File: src/rtl/echo_mixer.sv
// echo_mixer: mixes a dry sample stream with an attenuated wet (delayed) stream.
// The first dry word of each session is a config word: it latches i_atten and
// produces no output. Later dry words go through a two-stage pipeline. Stage 1
// registers the dry sample and the shifted wet term. Stage 2 forms a saturating
// sum. There is no backpressure, so one sample can be accepted every cycle.
// Optional feature: define ECHO_MIXER_SAT_CNT_EN to add the o_sat_count
// saturation event counter.
module echo_mixer #(
    parameter int unsigned DATA_WIDTH  = 32,
    parameter int unsigned ATTEN_WIDTH = 5
) (
    input  logic                   i_clk,
    input  logic                   i_rst,
    input  logic                   i_dry_valid,
    input  logic [DATA_WIDTH-1:0]  i_dry_data,
    input  logic                   i_wet_valid,
    input  logic [DATA_WIDTH-1:0]  i_wet_data,
    input  logic [ATTEN_WIDTH-1:0] i_atten,
    output logic                   o_valid,
    output logic [DATA_WIDTH-1:0]  o_data,
`ifdef ECHO_MIXER_SAT_CNT_EN
    output logic                   o_cfg_done,
    output logic [15:0]            o_sat_count
`else
    output logic                   o_cfg_done
`endif
);

    localparam logic [DATA_WIDTH-1:0] SatMax = {1'b0, {(DATA_WIDTH-1){1'b1}}};
    localparam logic [DATA_WIDTH-1:0] SatMin = {1'b1, {(DATA_WIDTH-1){1'b0}}};

    typedef enum logic [0:0] {StWaitCfg, StRun} state_e;

    state_e                 state_q;
    logic [ATTEN_WIDTH-1:0] atten_q;

    logic                   accept;
    logic [DATA_WIDTH-1:0]  wet_term;

    logic                   s1_valid_q;
    logic [DATA_WIDTH-1:0]  s1_dry_q;
    logic [DATA_WIDTH-1:0]  s1_wet_q;

    logic [DATA_WIDTH:0]    sum;
    logic                   overflow;
    logic [DATA_WIDTH-1:0]  sat_data;

    // Session FSM: the config word latches the attenuation; cfg_done is registered
    always_ff @(posedge i_clk) begin
        if (i_rst) begin
            state_q    <= StWaitCfg;
            atten_q    <= '0;
            o_cfg_done <= 1'b0;
        end else begin
            unique case (state_q)
                StWaitCfg: begin
                    if (i_dry_valid) begin
                        atten_q    <= i_atten;
                        state_q    <= StRun;
                        o_cfg_done <= 1'b1;
                    end
                end
                StRun: begin
                    o_cfg_done <= 1'b1;
                end
            endcase
        end
    end

    // Stage-1 inputs: accept only run-state dry words; the wet term is an arithmetic shift
    always_comb begin
        accept   = (state_q == StRun) && i_dry_valid;
        wet_term = '0;
        if (i_wet_valid) begin
            // Shifts of DATA_WIDTH or more leave only the sign bits (0 or -1).
            wet_term = $signed(i_wet_data) >>> atten_q;
        end
    end

    // Stage 1: register the dry sample and the wet term
    always_ff @(posedge i_clk) begin
        if (i_rst) begin
            s1_valid_q <= 1'b0;
            s1_dry_q   <= '0;
            s1_wet_q   <= '0;
        end else begin
            s1_valid_q <= accept;
            if (accept) begin
                s1_dry_q <= i_dry_data;
                s1_wet_q <= wet_term;
            end
        end
    end

    // Stage-2 arithmetic: widen by one bit, then clamp to the signed output range
    always_comb begin
        sum      = {s1_dry_q[DATA_WIDTH-1], s1_dry_q} + {s1_wet_q[DATA_WIDTH-1], s1_wet_q};
        overflow = sum[DATA_WIDTH] ^ sum[DATA_WIDTH-1];
        sat_data = sum[DATA_WIDTH-1:0];
        if (overflow) begin
            sat_data = sum[DATA_WIDTH] ? SatMin : SatMax;
        end
    end

    // Stage 2: output register; data holds while no valid sample arrives
    always_ff @(posedge i_clk) begin
        if (i_rst) begin
            o_valid <= 1'b0;
            o_data  <= '0;
        end else begin
            o_valid <= s1_valid_q;
            if (s1_valid_q) begin
                o_data <= sat_data;
            end
        end
    end

`ifdef ECHO_MIXER_SAT_CNT_EN
    // Saturation event counter; it stops at all-ones
    always_ff @(posedge i_clk) begin
        if (i_rst) begin
            o_sat_count <= '0;
        end else if (s1_valid_q && overflow && (o_sat_count != 16'hFFFF)) begin
            o_sat_count <= o_sat_count + 16'd1;
        end
    end
`endif

endmodule

File: config.mk
export PLATFORM = sky130hd
export DESIGN_NAME = echo_mixer
export DESIGN_NICKNAME = d
export VERILOG_FILES = /design/src/rtl/echo_mixer.sv
export SDC_FILE = /design/constraint.sdc
export NUM_CORES = 1
export LEC_CHECK = 0
export ABC_AREA = 1
export CORE_MARGIN = 5
export CORE_UTILIZATION = 55
export CTS_BUF_LIST = sky130_fd_sc_hd__clkbuf_16
export DETAILED_ROUTE_END_ITERATION = 16
export GPL_TIMING_DRIVEN = 1
export PLACE_DENSITY = 0.76
export SYNTH_ARGS = -nofsm -noshare
export SYNTH_HDL_FRONTEND = slang
export SYNTH_SLANG_ARGS = --single-unit
File: constraint.sdc
create_clock -name i_clk -period 2.5 [get_ports i_clk]
set_input_delay 0.5 -clock i_clk [delete_from_list [all_inputs] [get_ports i_clk]]
set_output_delay 0.5 -clock i_clk [all_outputs]
set_load 0.05 [all_outputs]
# Word-level counts from Yosys, hierarchy flattened
# Index checks and enable logic that the tools add are counted.
op_classes:
  n_reduce_logical: 2
  muxes: 7
  eq_ne: 1
  order_cmp: 0
  add_sub_neg: 1
  n_shift: 1
  multipliers: 0
  n_div: 0
  bitwise: 2
ops:
  columns: ["operator", "count"]
  rows:
  - ["$mux W32", 3]
  - ["$add A32 B32 Y33", 1]
  - ["$sshr A32 B5 Y32", 1]
  - ["$mux W1", 3]
  - ["$ne A2 B2 Y1 const B", 1]
  - ["$pmux W1 S2", 1]
  - ["$reduce_and A2 Y1", 1]
  - ["$logic_and A1 B1 Y1", 1]
  - ["$not A1 Y1", 1]
  - ["$xor A1 B1 Y1", 1]
totals:
  word_cells: 22
  regBits: 105
  out_inout_bits: 34
  in_bits: 73
  mem_bits_rw: 0
  latchBits: 0
  mem_bits_ro: 0
  memories: 0

# Logic depth before layout (Yosys ltp)
logic_depth:
  word_depth: 3
  ltp_mapped: 18

# Worst setup path before layout
# No wires, ideal clock.
synth_path:
  path_type: "register -> register"
  start: "reg s1_dry_q[0]"
  end: "reg o_data[14]"
  t_required_ps: 2378
  slack_ps: 347
  arrival_time_ps: 2031
  stages_incl_launch_ff: 17
  setup_ps: 122
  synth_period_minus_slack_ps: 2153
  path_buffers: 1
  path_cell_list: "dfxtp_1 > ha_1 > inv_1 > fa_1 > inv_1 > nand2_1 > nand2_1 > nand3_1 > nand2_2 > nand2_1 > nand2_2 > nand2_2 > nand3_1 > nand2_2 > a21oi_4 > buf_6 > a21oi_2"
synth_between:
  elab_chain_cells: 3
synth_rtl:
  columns: ["item", "line_no", "rtl"]
  rows:
  - ["start, declared", "41", "logic [DATA_WIDTH-1:0] s1_dry_q;"]
  - ["start signal, assigned", "89", "s1_dry_q <= i_dry_data;"]
  - ["$add A32 B32 Y33 (*)", "97", "sum = {s1_dry_q[DATA_WIDTH-1], s1_dry_q} + {s1_wet_q[DATA_WIDTH-1], s1_wet_q};"]
  - ["$mux W32 / $xor A1 B1 Y1 (equally long branches)", "101, 98", null]
  - ["$mux W32 (*)", "100", "if (overflow) begin"]
  - ["end signal, assigned", "113", "o_data <= sat_data;"]
  - ["end, declared", "20", "output logic [DATA_WIDTH-1:0] o_data,"]
# Every way passes the cells marked *; elsewhere a longest branch is shown, timed or not.
# A chain may end at the register's enable or synchronous reset.

# Worst setup path in the final report
layout_path:
  start: "reg s1_wet_q[25]"
  end: "reg o_data[3]"
layout_between:
  elab_chain_cells: 3
layout_rtl:
  columns: ["item", "line_no", "rtl"]
  rows:
  - ["start, declared", "42", "logic [DATA_WIDTH-1:0] s1_wet_q;"]
  - ["start signal, assigned", "90", "s1_wet_q <= wet_term;"]
  - ["$add A32 B32 Y33 (*)", "97", null]
  - ["$mux W32 / $xor A1 B1 Y1 (equally long branches)", "101, 98", null]
  - ["$mux W32 (*)", "100", null]
# Marked as above.

==> flow_summary.toml <==
[run_status]
status = "completed"

[timing]
setup_violations = 0
fmax_mhz = 434
final-hold-violation-count = 0
min_period_over_period_pct = 92.1
setup_slack_ns = 0.196
min_period_ns = 2.30
relSlewSlack_pct = 53.3
finalSetupTns_ns = 0
worst_hold_slack_ns = 0.464
drv_slew = 0
worstMarginPinSlew_ns = 0.696
finalClockSkew_ns = 0.0111

[clock_tree]
holdBufCountCts = 0
cts_buffers = 9
clock-sinks = 105
clock_latency_ns = 0.36
clk_pin_slew_ns = 0.08
clockRootBuffer = "clkbuf_16"
tritoncts = "done"
cts_htree_levels = 3
ctsLongestPathBuffers = 2

[grt]
grt_pass1_wl_mm = 34.7
overflow = 0
grt_usage_pct = 26.1
antenna_found_initial = 0
grt_pass1_vias = 7400
grt_max_degree = 43

[finish]
antennaDiodeCount = 0
drive_gt1_share_pct = 6.74
design_area_sq_um = 9160
area_delta_synth_final_pct = 20.9
post-route-util_pct = 68.6
layout.nets = 1437
fin_cells = 1512

[synth]
syn_area_sq_um = 7570
syn_nets = 1352
synthFlopType = "dfxtp_1"
synth_most_common_cell = "nand2_1"
yosysTopAreaCell = "dfxtp_1"
synth_seq_cells = 105
yosysSeqAreaShare_pct = 27.8
async_flop_share_pct = 0
ys_warn_count = 0
synthTopCellsByArea = "dfxtp_1 (28%), nand2_1 (21%), o21ai_0 (7.9%), a21oi_1 (6.5%), nor2_1 (6.0%)"
synth_cell_types = 39
syn_inst = 1246
synth_edf_count = 0
yosys.area.top_type_share_pct = 27.8
syn_avg_cell_area_sq_um = 6.08
synth_common_cells = "nand2_1 (414), nor2_1 (121), o21ai_0 (120)"

[critical_path]
critical_path_arrival_ns = 2.56
max_stage_delay_ns = 0.45
crit_chain = "ha_1 > nand2_1 > nor2_1 > nand2_1 > nor2_1 > nand2_2 > nand3_1 > nand2_2 > a21oi_4 > buf_12 > clkbuf_16 > a21oi_1"
cp-end-kind = "register"
crit_type = "register to register"
start_kind = "register"
worstPathRequired_ns = 2.75
reg2reg_slack_ns = 0.20
crit_path_top_delay_cell = "ha_1"
worstPathMaxFanout = 7

[floorplanning]
ios = 107
start_util_pct = 56.7
core_area_sq_um = 13300
dieHeight_microns = 127
dieArea_sq_um = 16200
rows = 42
die-width_microns = 127

[run]
drv_cap = 0

[placement]
post_dp_cell_area_sq_um = 8740
dp_cells = 1491
place_congestion = 0.954
io_buffer_count = 106
pre_cts_slack_ns = 0.163
dp_hpwl_mm = 17.0

[route]
routed_wl_mm = 21.5
drt_iter0_drc = 499
via_per_inst = 5.36
vias = 8097
wl_per_cell_microns = 14.2
ant_nets = 0
drtPass1Iterations = 6
route.detailed.drc = 0

[power]
p_leak_nw = 4.21
total_power_mw = 4.51
ir_drop_mv = 0.410
power.density_nw_per_um2 = 492

[worst_hold_path]
min_path_type = "register to register"
-- report_power, final --
part	leakage [nW]	switching [mW]	internal [mW]
sequential	0.857	0.0546	1.76
combinational	3.21	0.767	0.488
clock	0.142	0.726	0.715
total	4.21	1.55	2.96
-- cells in the final DEF (no fill, tap or decap), types with 23 or more instances in the layout --
| cell | instances |
|---|---|
| nand2_1 | 413 |
| ha_1 | 32 |
| inv_1 | 84 |
| dfxtp_1 | 105 |
| a21oi_1 | 95 |
| o21ai_0 | 120 |
| nor2_1 | 120 |
| nand3_1 | 89 |
| clkdlybuf4s50_1 | 106 |
| buf_4 | 23 |
-- critical path: cells and delay by family, from the launching register on --
kind / cells / cell delay, ns
simple gates: 7 / 0.91
fa+ha+maj: 1 / 0.45
flops: 1 / 0.33
buf+inv: 2 / 0.30
compound gates: 2 / 0.23
-- repair_timing --
| action | in CTS | in global routing |
|---|---|---|
| buffers inserted | 0 | 2 |
| setup endpoints to repair | 0 | 31 |
| resized for setup | 0 | 6 |
-- routing by layer --
layer	up-vias	GRT usage, %	routed length [microns]
met4	0	7.26	507
li1	4227	-	-
met5	-	0	0
met2	211	44.0	10000
met3	32	3.59	1100
met1	3627	35.0	9890
-- registers in the layout (all words and copies together), names as in the netlist --
register / flops
o_cfg_done: 1
atten_q: 5
o_valid: 1
o_data: 32
s1_valid_q: 1
s1_wet_q: 32
s1_dry_q: 32
state_q: 1
-- kinds of logic (layout without fill, tap and decap cells) --
family | Yosys count | after routing | share of synthesized area [%]
compound gates | 272 | 272 | 19.7
simple gates | 664 | 664 | 35.6
flops | 105 | 105 | 27.8
buf+inv | 150 | 240 | 8.77
fa+ha+maj | 33 | 33 | 5.55
xor+xnor | 17 | 17 | 1.97
mux | 5 | 5 | 0.661
-- final timing paths --
path	from	to	cells past startpoint
hold / removal	o_cfg_done	o_cfg_done	2
setup reg to reg	s1_wet_q[25]	o_data[3]	12
setup / recovery	s1_wet_q[25]	o_data[3]	12
hold reg to reg	o_cfg_done	o_cfg_done	2
-- cell type report --
type                    count  area (sq um)
clock buffers               9           225
clock inverters             7          83.8
fillers                  1265          4190
inverters                  88           330
multi-input cells         991          4830
flip-flops and latches    105          2100
well taps                 176           220
repair buffers            136          1370
Note: power is estimated with default switching activity, not from simulation.
